--- config.mk ---
export PLATFORM = sky130hd
export DESIGN_NAME = ps2_key_decoder
export DESIGN_NICKNAME = d
export VERILOG_FILES = /design/src/rtl/ps2_key_pkg.sv /design/src/rtl/ps2_key_decoder_pulse_stretch.sv /design/src/rtl/ps2_key_decoder.sv
export SDC_FILE = /design/constraint.sdc
export NUM_CORES = 1
export LEC_CHECK = 0
export ABC_AREA = 1
export BUFFER_PORTS_ARGS = -buffer_cell sky130_fd_sc_hd__clkbuf_2
export CORE_ASPECT_RATIO = 0.5
export CORE_MARGIN = 2
export CORE_UTILIZATION = 40
export DETAILED_ROUTE_END_ITERATION = 6
export PLACE_DENSITY = 0.64
export SYNTH_ARGS = -nofsm -noshare
export SYNTH_HDL_FRONTEND = slang
export SYNTH_SLANG_ARGS = --single-unit
--- constraint.sdc ---
create_clock -name clock -period 4.1 [get_ports clock]
set_clock_uncertainty 0.15 [all_clocks]
set_input_delay 0.41 -clock clock [delete_from_list [all_inputs] [get_ports clock]]
set_output_delay 0.41 -clock clock [all_outputs]
set_load 0.01 [all_outputs]
--- src/rtl/ps2_key_pkg.sv ---
// Shared PS/2 set-2 scan-code constants and decoder state encoding.
package ps2_key_pkg;

  localparam logic [7:0] KEY_EXT   = 8'hE0;
  localparam logic [7:0] KEY_BRK   = 8'hF0;
  localparam logic [7:0] KEY_LEFT  = 8'h6B;
  localparam logic [7:0] KEY_RIGHT = 8'h74;
  localparam logic [7:0] KEY_A     = 8'h1C;
  localparam logic [7:0] KEY_D     = 8'h23;
  localparam logic [7:0] KEY_ENTER = 8'h5A;

  typedef enum logic [1:0] {
    ST_IDLE    = 2'd0,
    ST_EXT     = 2'd1,
    ST_BRK     = 2'd2,
    ST_EXT_BRK = 2'd3
  } ps2_state_e;

endpackage

--- src/rtl/ps2_key_decoder_pulse_stretch.sv ---
// Stretches a one-cycle trigger into a level held for STATUS_HOLD cycles;
// a trigger during the hold reloads the full count.
module pulse_stretch #(
  parameter int STATUS_HOLD = 1000
) (
  input  logic clock,
  input  logic resetn,
  input  logic trigger,
  output logic level
);

  localparam int CNT_W = $clog2(STATUS_HOLD + 1);

  logic [CNT_W-1:0] cnt_q, cnt_d;
  logic             level_q, level_d;

  always_comb begin
    cnt_d = cnt_q;
    if (trigger) begin
      cnt_d = CNT_W'(STATUS_HOLD);
    end else if (cnt_q != '0) begin
      cnt_d = cnt_q - 1'b1;
    end
    level_d = (cnt_d != '0);
  end

  always_ff @(posedge clock or negedge resetn) begin
    if (!resetn) begin
      cnt_q   <= '0;
      level_q <= 1'b0;
    end else begin
      cnt_q   <= cnt_d;
      level_q <= level_d;
    end
  end

  assign level = level_q;

endmodule

--- src/rtl/ps2_key_decoder.sv ---
// PS/2 set-2 key decoder: tracks held arrow/A/D keys and stretches Enter
// presses into a game_status level for the register file.
module ps2_key_decoder
  import ps2_key_pkg::*;
#(
  parameter int STATUS_HOLD    = 1000,
  parameter int PREFIX_TIMEOUT = 100000
) (
  input  logic       clock,
  input  logic       resetn,
  input  logic [7:0] ps2_key_data,
  input  logic       ps2_key_pressed,
  output logic       move_left,
  output logic       move_right,
  output logic       game_status,
  output logic [1:0] dbg_state
);

  localparam int TO_W = $clog2(PREFIX_TIMEOUT + 1);

  ps2_state_e      state_q, state_d;
  logic [TO_W-1:0] to_cnt_q, to_cnt_d;
  logic            left_q, left_d, a_q, a_d, right_q, right_d, d_q, d_d;
  logic            move_left_q, move_left_d, move_right_q, move_right_d;
  logic            is_ext, is_brk, enter_make;

  always_comb begin
    state_d    = state_q;
    to_cnt_d   = to_cnt_q;
    left_d     = left_q;
    a_d        = a_q;
    right_d    = right_q;
    d_d        = d_q;
    enter_make = 1'b0;
    is_ext     = (state_q == ST_EXT) || (state_q == ST_EXT_BRK);
    is_brk     = (state_q == ST_BRK) || (state_q == ST_EXT_BRK);

    if (ps2_key_pressed) begin
      to_cnt_d = '0;
      if (ps2_key_data == KEY_EXT) begin
        state_d = ST_EXT;
      end else if (ps2_key_data == KEY_BRK) begin
        state_d = is_ext ? ST_EXT_BRK : ST_BRK;
      end else begin
        // Final byte of a sequence: extended and plain codes live in
        // separate namespaces, so E0 1C never aliases A.
        state_d = ST_IDLE;
        if (is_ext) begin
          case (ps2_key_data)
            KEY_LEFT:  left_d  = !is_brk;
            KEY_RIGHT: right_d = !is_brk;
            default:   ;
          endcase
        end else begin
          case (ps2_key_data)
            KEY_A:     a_d        = !is_brk;
            KEY_D:     d_d        = !is_brk;
            KEY_ENTER: enter_make = !is_brk;
            default:   ;
          endcase
        end
      end
    end else if (state_q != ST_IDLE) begin
      // An abandoned prefix falls back to IDLE without touching held keys.
      if (to_cnt_q == TO_W'(PREFIX_TIMEOUT - 1)) begin
        state_d  = ST_IDLE;
        to_cnt_d = '0;
      end else begin
        to_cnt_d = to_cnt_q + 1'b1;
      end
    end else begin
      to_cnt_d = '0;
    end

    move_left_d  = left_d | a_d;
    move_right_d = right_d | d_d;
  end

  always_ff @(posedge clock or negedge resetn) begin
    if (!resetn) begin
      state_q      <= ST_IDLE;
      to_cnt_q     <= '0;
      left_q       <= 1'b0;
      a_q          <= 1'b0;
      right_q      <= 1'b0;
      d_q          <= 1'b0;
      move_left_q  <= 1'b0;
      move_right_q <= 1'b0;
    end else begin
      state_q      <= state_d;
      to_cnt_q     <= to_cnt_d;
      left_q       <= left_d;
      a_q          <= a_d;
      right_q      <= right_d;
      d_q          <= d_d;
      move_left_q  <= move_left_d;
      move_right_q <= move_right_d;
    end
  end

  pulse_stretch #(
    .STATUS_HOLD(STATUS_HOLD)
  ) u_status (
    .clock  (clock),
    .resetn (resetn),
    .trigger(enter_make),
    .level  (game_status)
  );

  assign move_left  = move_left_q;
  assign move_right = move_right_q;
  assign dbg_state  = state_q;

endmodule

Yosys cells after proc, flatten, opt, wreduce, memory -nomap -nowiden
Cells that the tools add are included.

Register bits after elaboration: 36. Input bits: 11. Output and inout bits: 5. Logic and storage cells: 70.

Add/subtract/negate cells: 2. Eq/ne operators: 11. Mux-type cells: 36. Bitwise logic cells: 2. Reduce and logical (&&, ||, !) cells: 9.

Operator list (number): $mux 17 (3); $mux 1 (26); $eq 8x7->1 const B (3); $mux 10 (2); $reduce_bool 10->1 (2); $add 17x1->17 const B (1); $eq 17x17->1 const B (1); $eq 8x8->1 const B (2); $mux 2 (5); $sub 10x1->10 const B (1); $eq 8x5->1 const B (1); $eq 8x6->1 const B (1); $reduce_bool 2->1 (3); $eq 2x2->1 const B (2); $eq 2x1->1 const B (1); $logic_or 1x1->1 (2); $or 1x1->1 (2); $reduce_and 2->1 (1); $logic_not 1->1 (1).

Depth between registers and ports, before layout
Depth after elaboration: 10. Mapped depth: 11. Gate-level depth less buffers: 11.

Cells and area by module
Synthesis repeated with hierarchy kept, for this count alone.

Cells, all modules: 297. Area total of the unflattened synthesis: 2198.4 sq um.

Modules (own cells, without submodules): ps2_key_decoder (instances 1, cells each 203, area an instance 1508.9 sq um, seq. area each 625.6 sq um); pulse_stretch (instances 1, cells each 94, area an instance 689.4 sq um, seq. area each 275.3 sq um).

Worst setup path before layout
OpenSTA, ideal clock, no wires.

Path type: reg2reg. From: reg u_status.cnt_q[0]. To: reg u_status.level_q, in the netlist u_status.level. Library setup time: 0.125 ns. Arrival: 1.405 ns. Required time: 3.825 ns. Path slack: 2.420 ns. Stages on the path, launching flop included: 10. Path buffers: 0. Clock period less this slack: 1.680 ns. Path through: dfrtp_1 > inv_1 > ha_1 > nand2_1 > nor2_4 > nand3_4 > o21ai_1 > nand3_1 > nor2_1 > nand3_1.

Cells in the longest elaborated chain, start to end: 4. Elaborated cells between the ends (all ways): 5. Those cells by class: add/sub: 1; mux: 2; reduce/logical: 2.

RTL lines: start: declaration (line ps2_key_decoder_pulse_stretch.sv:14) `logic [CNT_W-1:0] cnt_q, cnt_d;`; start signal: assignment (line ps2_key_decoder_pulse_stretch.sv:32) `cnt_q <= cnt_d;`; $sub 10x1->10 or $reduce_bool 10->1 (tied branches) (line ps2_key_decoder_pulse_stretch.sv:22, ps2_key_decoder_pulse_stretch.sv:21); $mux 10 * (line ps2_key_decoder_pulse_stretch.sv:21) `end else if (cnt_q != '0) begin`; $mux 10 * (line ps2_key_decoder_pulse_stretch.sv:19) `if (trigger) begin`; $reduce_bool 10->1 * (line ps2_key_decoder_pulse_stretch.sv:24) `level_d = (cnt_d != '0);`; net u_status.level_d (line ps2_key_decoder_pulse_stretch.sv:15) `logic level_q, level_d;`; end signal: assignment (line ps2_key_decoder_pulse_stretch.sv:33) `level_q <= level_d;`; end: declaration (line ps2_key_decoder_pulse_stretch.sv:15).

Mark *: on every way through the listed nets, which the timed path passes. The rest lies on a longest branch. A chain may end at the register's enable or synchronous reset.

Worst setup path in the final report
Ends and elaborated chain as after synthesis.

==> summary.txt <==
Outcome
  – Status: complete, no violations

Global routing
  – Vias in the first global route: roughly 1,700
  – First-pass GRT wire length: 7176 um
  – Remaining global-route overflow: 0
  – Initial antenna violation count: 0
  – Tot GR Track Use: 0.1455
  – Maximum number of pins on one net before global-route repair: 37

Floorplanning
  – Die ar.: 0.006137 sq mm
  – Die extent in y: approximately 56 um
  – Placement Rows: 19
  – Initial Utilization: 0.4071
  – # IOs: 16
  – Die X: 108.8 um
  – Core Footprint: ~0.0054 sq mm

Clocking
  – Worst skew pair latency: around 280 ps
  – Clk root buf: clkbuf_8
  – Clock Pin Slew Worst Setup and Hold Paths: around 70 ps
  – Hold buffer count at cts: 0
  – # resized after CTS: 0
  – Clk sink count: 36
  – CTS Buffer Depth: 2
  – Post CTS Setup Buffer Count: 0
  – CTS tree: done
  – # H-tree levels: 2
  – CTS Buf Count: 5

Logic synthesis
  – Net Count, Synth: around 300
  – Count of cell types in the netlist: 29
  – Synthesized instance count: between 200 and 300
  – Register bit total from synthesis: 36
  – Synthesized area: ~0.0022 sq mm
  – Syn Area/Cell: approximately 7.7 sq um
  – Ys Warns: 0
  – Sequential cell area fraction in the yosys report: 0.4100

Cells and area
  – Layout cell share with drive strength beyond 1: 0.2248
  – Number of diodes: 0
  – Most frequent cells in the layout: nand2_1, inv_1, nor2_1
  – Area grow syn2layout: 11.28%
  – Final #Nets: around 320
  – Non-filler cells, final: 380
  – Commonest non-fill, non-tap cell in the layout: nand2_1
  – Core Util, Final: 0.4530

Worst setup path
  – Nature of the critical path startpoint: register
  – Worst Setup End Kind: register
  – Reg-to-Reg Start: u_status.cnt_q[0]
  – Cells along the critical path: inv_1 -> ha_1 -> nand2_1 -> nor2_4 -> nand3_4 -> o21ai_1 -> nand3_1 -> nor2_1 -> nand3_1
  – Worst reg2reg setup slack: roughly 2300 ps
  – Crit-path max cell delay: 380 ps
  – Setup CP Type: register to register
  – Top delay family on crit path: simple AND/OR/NAND/NOR gates
  – WP buf/inv: 1
  – Required time of the worst setup path: roughly 4100 ps
  – Crit path max-delay cell type: dfrtp_1
  – Critical-path maximum fanout: 8
  – Worst Reg-to-Reg Cells: 9
  – Arr. time, crit path: around 1900 ps
  – Crit-path most repeated cell: nand3_1
  – Worst r2r dst: u_status.level

Power and ir drop
  – Combinational Power Share: 0.250
  – Peak supply drop: around 0.17 mV
  – Power share of the clock group: 0.280
  – Leakage: 1.073 nW
  – P_int: 0.6040 mW
  – Sw frac: 0.3498
  – Reg power frac: 0.471
  – Power per Cell Area: 380.0 mW/mm^2
  – Net Sw Power: between 0.3 and 0.4 mW

Worst hold path
  – Hold Crit Class: input pin to async pin

Placement
  – GPL Wtd Cong: 0.8575
  – Placed cells: roughly 370
  – Place WS: between 2000 and 2500 ps
  – HPWL after detailed placement: slightly above 3000 um
  – # port buffers: 15

Detailed routing
  – Detailed Routing Iterations Pass 1: 4
  – Drt via density: ~4.7
  – Via count: about 1,800
  – Number of DRC markers in iteration 0: between 70 and 80
  – Final WL: between 3000 and 4000 um
  – Routed WL per cell: ~10 um
  – Final ANT Viol Nets: 0
  – # DRC: 0

STA
  – RSZ-0062 raised after global routing: false
  – Final setup margin: 2263 ps
  – Fin crit share: 0.4481
  – Fin crit period: roughly 1800 ps
  – Worst relative slew slack: 0.4195
  – Final hold vios: 0
  – Final setup fails: 0
  – FMAX: between 0.5 and 0.6 GHz
  – Slew Limit Fails: 0
  – Actual transition at the worst max-transition pin: roughly 870 ps
  – Final Hold Slack: ~85 ps
  – Final TNS setup: 0 ps

Job
  – MaxCap Viol Count: 0
==> through the flow <==
stage | cell area (sq um) | total power, mW
after floorplan | 2197 | 0.6134
after global placement | 2352 | 0.6710
after detailed placement | 2352 | 0.6752
after CTS | 2445 | 0.9383
after global routing | 2445 | 0.9884
final | 2445 | 0.9289
==> synth_stat cells <==
master	count	area [sq um]
nor3_2	4	40.04
a21oi_2	1	8.760
inv_1	44	165.2
a2111oi_0	1	8.760
buf_6	1	11.26
nand3_1	17	85.08
a21oi_1	3	15.01
nand2_1	63	236.5
xor2_1	4	35.03
nor2_4	6	67.56
nor2_2	7	43.79
inv_2	7	26.28
a31o_2	1	8.760
o21ai_2	1	8.760
o21ai_0	6	30.03
o21ai_1	6	30.03
nor2_1	41	153.9
nor3b_1	2	15.01
nand3b_1	1	7.510
dfrtp_1	36	900.9
nor4_1	1	6.260
nand4_1	5	31.28
nor4_2	1	12.51
nand2_2	5	31.28
nand3_4	3	52.55
nand3_2	6	60.06
ha_1	2	25.02
nor3_1	6	30.03
nor3b_2	4	50.05
==> cell type report <==
| type | instances | area [sq um] |
|---|---|---|
| inverter | 51 | 191.4 |
| tap | 73 | 91.34 |
| fill | 522 | 2952 |
| timing repair buffer | 15 | 75.07 |
| sequential | 36 | 900.9 |
| clock inverter | 2 | 10.01 |
| multi-input combinational | 197 | 1094 |
| clock buffer | 6 | 82.58 |
==> registers in the layout, indices dropped and copies added, names as in the netlist <==
| register | flops |
|---|---|
| move_left | 1 |
| move_right | 1 |
| a_q | 1 |
| left_q | 1 |
| dbg_state | 2 |
| u_status.cnt_q | 10 |
| u_status.level | 1 |
| d_q | 1 |
| to_cnt_q | 17 |
| right_q | 1 |
==> power groups by stage <==
stage                     clock network, mW  logic (mW)  registers, mW
after detailed placement                  0       0.232          0.444
after global placement                    0       0.228          0.443
after floorplan                           0       0.181          0.433
final                                 0.260       0.232          0.437
after global routing                  0.282       0.264          0.442
after CTS                             0.269       0.233          0.437
==> worst max path at each step <==
stage	start	to	depth (start not counted)
final	u_status.cnt_q[0]	u_status.level	9
after global placement	u_status.cnt_q[0]	u_status.level	9
after detailed placement	u_status.cnt_q[0]	u_status.level	9
after global routing	u_status.cnt_q[0]	u_status.level	9
after floorplan	u_status.cnt_q[0]	u_status.level	9
after CTS	u_status.cnt_q[0]	u_status.level	9
==> routing by layer <==
layer | share of wire | GRT usage | vias up | wire, um
met4 | 0.0083 | 0.02747 | 0 | 33
met3 | 0.024 | 0.03484 | 4 | 94
met5 | 0 | 0 | - | 0
met2 | 0.47 | 0.2482 | 20 | 1861
li1 | - | - | 933 | -
met1 | 0.50 | 0.1904 | 836 | 1988
==> kinds of logic after synthesis <==
group | count (synthesis) | share of synthesized area
adder cells (fa/ha/maj) | 2 | 0.01139
flip-flops | 36 | 0.4100
AND/OR/NAND/NOR | 172 | 0.4203
AO/OA/AOI/OAI | 19 | 0.05012
XOR/XNOR | 4 | 0.01594
buffers and inverters | 52 | 0.09226
(Power assumes the default switching activity.)
